$ cat config.mk
export PLATFORM = sky130hd
export DESIGN_NAME = imm_gen_pipe
export DESIGN_NICKNAME = d
export VERILOG_FILES = /design/src/rtl/imm_gen_pipe.sv
export SDC_FILE = /design/constraint.sdc
export NUM_CORES = 1
export LEC_CHECK = 0
export CAP_MARGIN = 20
export CELL_PAD_IN_SITES_DETAIL_PLACEMENT = 1
export CELL_PAD_IN_SITES_GLOBAL_PLACEMENT = 1
export CORE_UTILIZATION = 45
export DETAILED_ROUTE_END_ITERATION = 10
export DONT_BUFFER_PORTS = 1
export PLACE_DENSITY = 0.74
export SLEW_MARGIN = 25
export SYNTH_ARGS = -nofsm -noshare
export SYNTH_HDL_FRONTEND = slang
export SYNTH_SLANG_ARGS = --single-unit
export TNS_END_PERCENT = 5
$ cat constraint.sdc
create_clock -name clk -period 3.8 [get_ports clk]
set_input_delay 0.38 -clock clk [delete_from_list [all_inputs] [get_ports clk]]
set_output_delay 0.38 -clock clk [all_outputs]
set_load 0.01 [all_outputs]
$ cat src/rtl/imm_gen_pipe.sv
// Pipelined RISC-V immediate generator with a 2-entry output/skid buffer.
// Optional RVC decode of 16-bit words is built when RVC_IMM_EN is defined.
module imm_gen_pipe #(
  parameter int unsigned XLEN  = 32,
  parameter int unsigned TAG_W = 4
) (
  input  logic             clk,
  input  logic             rst,
  input  logic             flush,
  input  logic             in_valid,
  output logic             in_ready,
  input  logic [31:0]      in_instr,
  input  logic [TAG_W-1:0] in_tag,
  output logic             out_valid,
  input  logic             out_ready,
  output logic [XLEN-1:0]  out_imm,
  output logic [2:0]       out_type,
  output logic [TAG_W-1:0] out_tag
);

  typedef enum logic [2:0] {
    TypeNone, TypeI, TypeS, TypeB, TypeU, TypeJ, TypeZimm, TypeShamt
  } imm_type_e;

  typedef enum logic [1:0] {StEmpty, StBusy, StFull} state_e;

  state_e state_q, state_d;

  logic [6:0]      opcode;
  logic [2:0]      funct3;
  logic            is_shift;
  logic [XLEN-1:0] imm_i, imm_s, imm_b, imm_u, imm_j;
  imm_type_e       base_type, dec_type;
  logic [XLEN-1:0] base_imm, dec_imm;

  assign opcode   = in_instr[6:0];
  assign funct3   = in_instr[14:12];
  assign is_shift = (funct3 == 3'b001) || (funct3 == 3'b101);

  assign imm_i = XLEN'($signed(in_instr[31:20]));
  assign imm_s = XLEN'($signed({in_instr[31:25], in_instr[11:7]}));
  assign imm_b = XLEN'($signed({in_instr[31], in_instr[7], in_instr[30:25], in_instr[11:8], 1'b0}));
  assign imm_u = XLEN'($signed({in_instr[31:12], 12'b0}));
  assign imm_j = XLEN'($signed({in_instr[31], in_instr[19:12], in_instr[20], in_instr[30:21],
                                1'b0}));

  always_comb begin
    base_type = TypeNone;
    base_imm  = '0;
    case (opcode)
      7'b0000011, 7'b1100111: begin base_type = TypeI; base_imm = imm_i; end
      7'b0010011: begin
        // Shift forms take only the shamt field so funct7 never reaches the result
        if (is_shift) begin
          base_type = TypeShamt;
          base_imm  = (XLEN == 64) ? XLEN'(in_instr[25:20]) : XLEN'(in_instr[24:20]);
        end else begin
          base_type = TypeI;
          base_imm  = imm_i;
        end
      end
      7'b0011011: begin
        if (XLEN == 64) begin
          if (is_shift) begin
            base_type = TypeShamt;
            base_imm  = XLEN'(in_instr[24:20]);
          end else begin
            base_type = TypeI;
            base_imm  = imm_i;
          end
        end
      end
      7'b0100011:             begin base_type = TypeS; base_imm = imm_s; end
      7'b1100011:             begin base_type = TypeB; base_imm = imm_b; end
      7'b0110111, 7'b0010111: begin base_type = TypeU; base_imm = imm_u; end
      7'b1101111:             begin base_type = TypeJ; base_imm = imm_j; end
      7'b1110011: begin
        if (funct3[2]) begin
          base_type = TypeZimm;
          base_imm  = XLEN'(in_instr[19:15]);
        end
      end
      default: ;
    endcase
  end

`ifdef RVC_IMM_EN
  logic [15:0]     c;
  logic [XLEN-1:0] c_imm6, c_shamt, c_lsw;
  imm_type_e       rvc_type;
  logic [XLEN-1:0] rvc_imm;

  assign c       = in_instr[15:0];
  assign c_imm6  = XLEN'($signed({c[12], c[6:2]}));
  assign c_shamt = (XLEN == 64) ? XLEN'({c[12], c[6:2]}) : XLEN'(c[6:2]);
  assign c_lsw   = XLEN'({c[5], c[12:10], c[6], 2'b00});

  always_comb begin
    rvc_type = TypeNone;
    rvc_imm  = '0;
    case ({c[1:0], c[15:13]})
      5'b00_010:            begin rvc_type = TypeI; rvc_imm = c_lsw;  end
      5'b00_110:            begin rvc_type = TypeS; rvc_imm = c_lsw;  end
      5'b01_000, 5'b01_010: begin rvc_type = TypeI; rvc_imm = c_imm6; end
      5'b01_001, 5'b01_101: begin
        // Funct3 001 is C.JAL only on RV32; on RV64 it is C.ADDIW
        if ((c[15:13] == 3'b101) || (XLEN == 32)) begin
          rvc_type = TypeJ;
          rvc_imm  = XLEN'($signed({c[12], c[8], c[10:9], c[6], c[7], c[2], c[11], c[5:3],
                                    1'b0}));
        end
      end
      5'b01_011: begin
        if ((c[11:7] != 5'd0) && (c[11:7] != 5'd2)) begin
          rvc_type = TypeU;
          rvc_imm  = XLEN'($signed({c[12], c[6:2], 12'b0}));
        end
      end
      5'b01_100: begin
        if (!c[11]) begin rvc_type = TypeShamt; rvc_imm = c_shamt; end
      end
      5'b01_110, 5'b01_111: begin
        rvc_type = TypeB;
        rvc_imm  = XLEN'($signed({c[12], c[6:5], c[2], c[11:10], c[4:3], 1'b0}));
      end
      5'b10_000: begin rvc_type = TypeShamt; rvc_imm = c_shamt; end
      default: ;
    endcase
  end

  assign dec_type = (in_instr[1:0] != 2'b11) ? rvc_type : base_type;
  assign dec_imm  = (in_instr[1:0] != 2'b11) ? rvc_imm : base_imm;
`else
  assign dec_type = base_type;
  assign dec_imm  = base_imm;
`endif

  logic            accept, load_out, load_from_skid, load_skid;
  logic [XLEN-1:0] out_imm_q, skid_imm_q;
  imm_type_e       out_type_q, skid_type_q;
  logic [TAG_W-1:0] out_tag_q, skid_tag_q;

  assign in_ready  = (state_q != StFull);
  assign out_valid = (state_q != StEmpty);
  assign accept    = in_valid && in_ready;

  always_comb begin
    state_d        = state_q;
    load_out       = 1'b0;
    load_from_skid = 1'b0;
    load_skid      = 1'b0;
    if (flush) begin
      state_d = StEmpty;
    end else begin
      case (state_q)
        StEmpty: if (accept) begin state_d = StBusy; load_out = 1'b1; end
        StBusy: begin
          if (out_ready) begin
            if (accept) load_out = 1'b1;
            else        state_d = StEmpty;
          end else if (accept) begin
            load_skid = 1'b1;
            state_d   = StFull;
          end
        end
        StFull: if (out_ready) begin state_d = StBusy; load_from_skid = 1'b1; end
        default: state_d = StEmpty;
      endcase
    end
  end

  always_ff @(posedge clk or posedge rst) begin
    if (rst) begin
      state_q     <= StEmpty;
      out_imm_q   <= '0;
      out_type_q  <= TypeNone;
      out_tag_q   <= '0;
      skid_imm_q  <= '0;
      skid_type_q <= TypeNone;
      skid_tag_q  <= '0;
    end else begin
      state_q <= state_d;
      if (load_out) begin
        out_imm_q  <= dec_imm;
        out_type_q <= dec_type;
        out_tag_q  <= in_tag;
      end else if (load_from_skid) begin
        out_imm_q  <= skid_imm_q;
        out_type_q <= skid_type_q;
        out_tag_q  <= skid_tag_q;
      end
      if (load_skid) begin
        skid_imm_q  <= dec_imm;
        skid_type_q <= dec_type;
        skid_tag_q  <= in_tag;
      end
    end
  end

  assign out_imm  = out_imm_q;
  assign out_type = out_type_q;
  assign out_tag  = out_tag_q;

endmodule

==> flow_summary.yaml <==
sta:
  worst_clock_skew_on_the_final_layout_ps: 11.20
  max_freq_mhz: 464.4
  finalWorstPathRequiredPeriod_ps: 2154
  fin_crit_sh: 0.5667
  unrepaired_setup_endpoints_after_global_routing: "no"
  relSlewSlack: 0.3835
  final_hold_vio_count: 0
  final_max_slew_violation_count: 0
  timing_worst_slew_pin_value_ps: 923.7
  totalNegativeSetupSlack_ps: 0
  final_number_of_setup_violating_endpoints: 0
synthesis:
  net_count_synth: 479
  distinct_cells_synth: 49
  netlist_top_cells_count: "114 x nand2_1, 80 x dfrtp_1, 40 x a21oi_1"
  synth_most_common_cell: "nand2_1"
  synth_edf_count: 0
  main_combinational_cell_family_by_area_after_synthesis: "simple AND/OR/NAND/NOR gates"
  synth.yosys.seq_area_share: 0.5038
  post_synth_fa_ha_maj_area_fraction: 0
  ys_async_sr_fraction: 1.000
  syn_avg_cell_area_um2: 9.073
  synth-xor-area-share: 0
  postSynth.topFlopCell: "dfrtp_1"
  synth-seq-cells: 80
  synth.mux.area_fraction: 0.02550
  netlist_instances: 438
  synth_top_area_share: 0.5038
  compound_gate_portion_of_the_synthesized_area: 0.2040
  yosys.area_share.simple: 0.2220
  netlist.top_cell.by_area: "dfrtp_1"
  synth.top_cells.by_area: "dfrtp_1 50%, nand2_1 11%, a21oi_1 5.0%, a32oi_1 3.1%, mux2i_1 2.3%"
  synth-warning-count: 0
  synthesized_cell_area_um2: 3974
clocking:
  cts.hold.buffers_added: 1
  postCtsSetupRepairBufs: 0
  cts_tree: "done"
  htree_num_levels: 3
  clock_tree.buffer_depth: 2
  cts_made_buffers: 9
  clkSlewWorstSetupHoldPaths_ps: 90
  postCtsResizedCells: 0
  worst_skew_pair.late_latency_ps: 360
  clock_tree.root_cell: "clkbuf_8"
  numClockSinks: 80
global_route:
  gr-total-overflow: 0
  global_route_wire_length_before_repair_um: 17880
  first_global_vias: 3470
  number_of_antenna_violations_at_the_first_check_in_global_routing: 0
  grt_max_degree: 60
  gr-usage-all-layers: 0.2603
floorplanning:
  design.portCount: 82
  initial_core_util: 0.4741
  chipWidth_um: 95.97
  die-area_um2: 9210
  placeableCoreArea_um2: 8382
  rows: 33
  die_height_um: 95.97
cells_and_area:
  finalNetCount: 465
  nFillCells: 965
  finish.utilization: 0.5086
  n_antenna_cell: 0
  drive_gt1_frac: 0.09557
  stdcell_count: 534
  register_area_um2: 2002
  final_cell_area_um2: 4263
  area_occupied_by_multi_input_gates_um2: 1800
  area_growth_syn_to_layout_pct: 7.273
drt:
  postRouteWirelength_um: 11020
  vias: 3339
  drc_errors: 0
  remaining_antenna_violation_count_after_routing: 0
  routed_wire_length_per_instance_um: 20.63
  viasPerCell: 6.253
  first_iter_violations: 145
  dr.pass1.iters: 4
setup_path:
  ff2ff_setup_slack_ps: 1650
  critical_path.startpoint: "state_q[1]$_DFFE_PP0P_"
  worst-path-max-fanout: 18
  ordered_list_of_cells_on_the_worst_path: "nor3b_2 > nand2_1 > a211o_1 > a22o_1"
  critPathCaptureType: "flip-flop"
  setup.worst_path.class: "reg2reg"
  setup.worst_path.start_class: "flip-flop"
  worst_r2r_startpoint: "state_q[1]$_DFFE_PP0P_"
  crit_slowest_cell: "a211o_1"
  cp_peak_stage_delay_ps: 540
  data_arrival_time_of_the_critical_path_ps: 2400
  critical_path_required_ps: 4050
worst_hold_path:
  hold_start: "flush"
  hold_path_class: "in2reg"
power:
  power.density_nw_per_um2: 494.5
  vdd_drop_max_v: 0.0002001
  finalPower_mw: 2.108
  static-leakage-power_nw: 1.879
outcome:
  status: "complete, no violations"
place:
  port-buffer-count: 0
  placement.cell_area_um2: 3995
  dpl.hpwl_um: 7278
  dp.cells: 516
  globalplace.congestion: 0.8912
flow_run:
  timing.max_cap.violations: 0
## worst paths after layout
path / endpoint / depth (start not counted)
setup / recovery: out_imm[17]$_DFFE_PP0P_ / 4
hold / removal: state_q[0]$_DFFE_PP0P_ / 1
setup reg to reg: out_imm[17]$_DFFE_PP0P_ / 4
hold reg to reg: skid_tag_q[3]$_DFFE_PP0P_ / 2
max in group asynchronous: out_imm[3]$_DFFE_PP0P_ / 3
min in group asynchronous: out_imm[4]$_DFFE_PP0P_ / 2
## worst max-delay path: cells and delay by family (launching register included)
family / cells / cell delay, ps
compound gates: 2 / 770
simple gates: 2 / 790
flops: 1 / 480
## cells in the final DEF (no fill, tap or decap), types with 3 or more instances in the layout
master / instances
o221ai_1: 7
nand4_1: 5
nor3_1: 6
o21ai_0: 16
dfrtp_1: 80
a21oi_1: 39
a22oi_1: 7
nor2b_1: 3
and3_1: 8
a22o_1: 8
o22ai_1: 8
a32oi_1: 14
inv_1: 5
mux2i_1: 9
buf_4: 5
nand2b_1: 3
nor2_1: 20
a31oi_1: 6
clkbuf_8: 9
bufinv_16: 3
nand2_1: 113
nand3_1: 11
o21ai_1: 3
## report_power, final
part           total, mW  internal, mW  leakage, nW  switching (mW)
Combinational      0.249         0.109        0.741           0.139
Sequential          1.09         0.979         1.02           0.111
Clock              0.769         0.440        0.117           0.329
## layer usage
metal / global-route usage / up-vias / wire length, µm
met3: 0.06003 / 20 / 762
met2: 0.4161 / 98 / 5154
met5: 0 / - / 0
met1: 0.3455 / 1687 / 4832
met4: 0.09577 / 0 / 267
li1: - / 1534 / -
## through the flow
stage,setup WS [ps],hold slack (ps)
4_1_cts,1624,63.10
5_1_grt,1445,54.00
3_3_place_gp,1618,451.6
3_5_place_dp,1636,318.5
2_1_floorplan,1368,445.8
6_report,1646,75.75
## flip-flops by register name (all words and copies together) (netlist names)
| name | cells |
|---|---|
| out_imm | 32 |
| skid_imm_q | 32 |
| out_tag | 4 |
| skid_tag_q | 4 |
| out_type | 3 |
| skid_type_q | 3 |
| state_q | 2 |
## final cells by class
cell class                      instances  share of cell area
Clock buffer                           10             0.02994
Clock inverter                          6             0.02700
Inverter                                6            0.006457
Multi-Input combinational cell        320              0.4224
Sequential cell                        80              0.4696
Tap cell                              105             0.03082
Timing Repair Buffer                    7             0.01380
## logic make-up after synthesis
| kind of cell | count (synthesis) |
|---|---|
| AND/OR/NAND/NOR | 187 |
| multiplexers | 10 |
| buffers and inverters | 38 |
| AO/OA/AOI/OAI | 123 |
| flip-flops | 80 |
(Power assumes the default switching activity.)
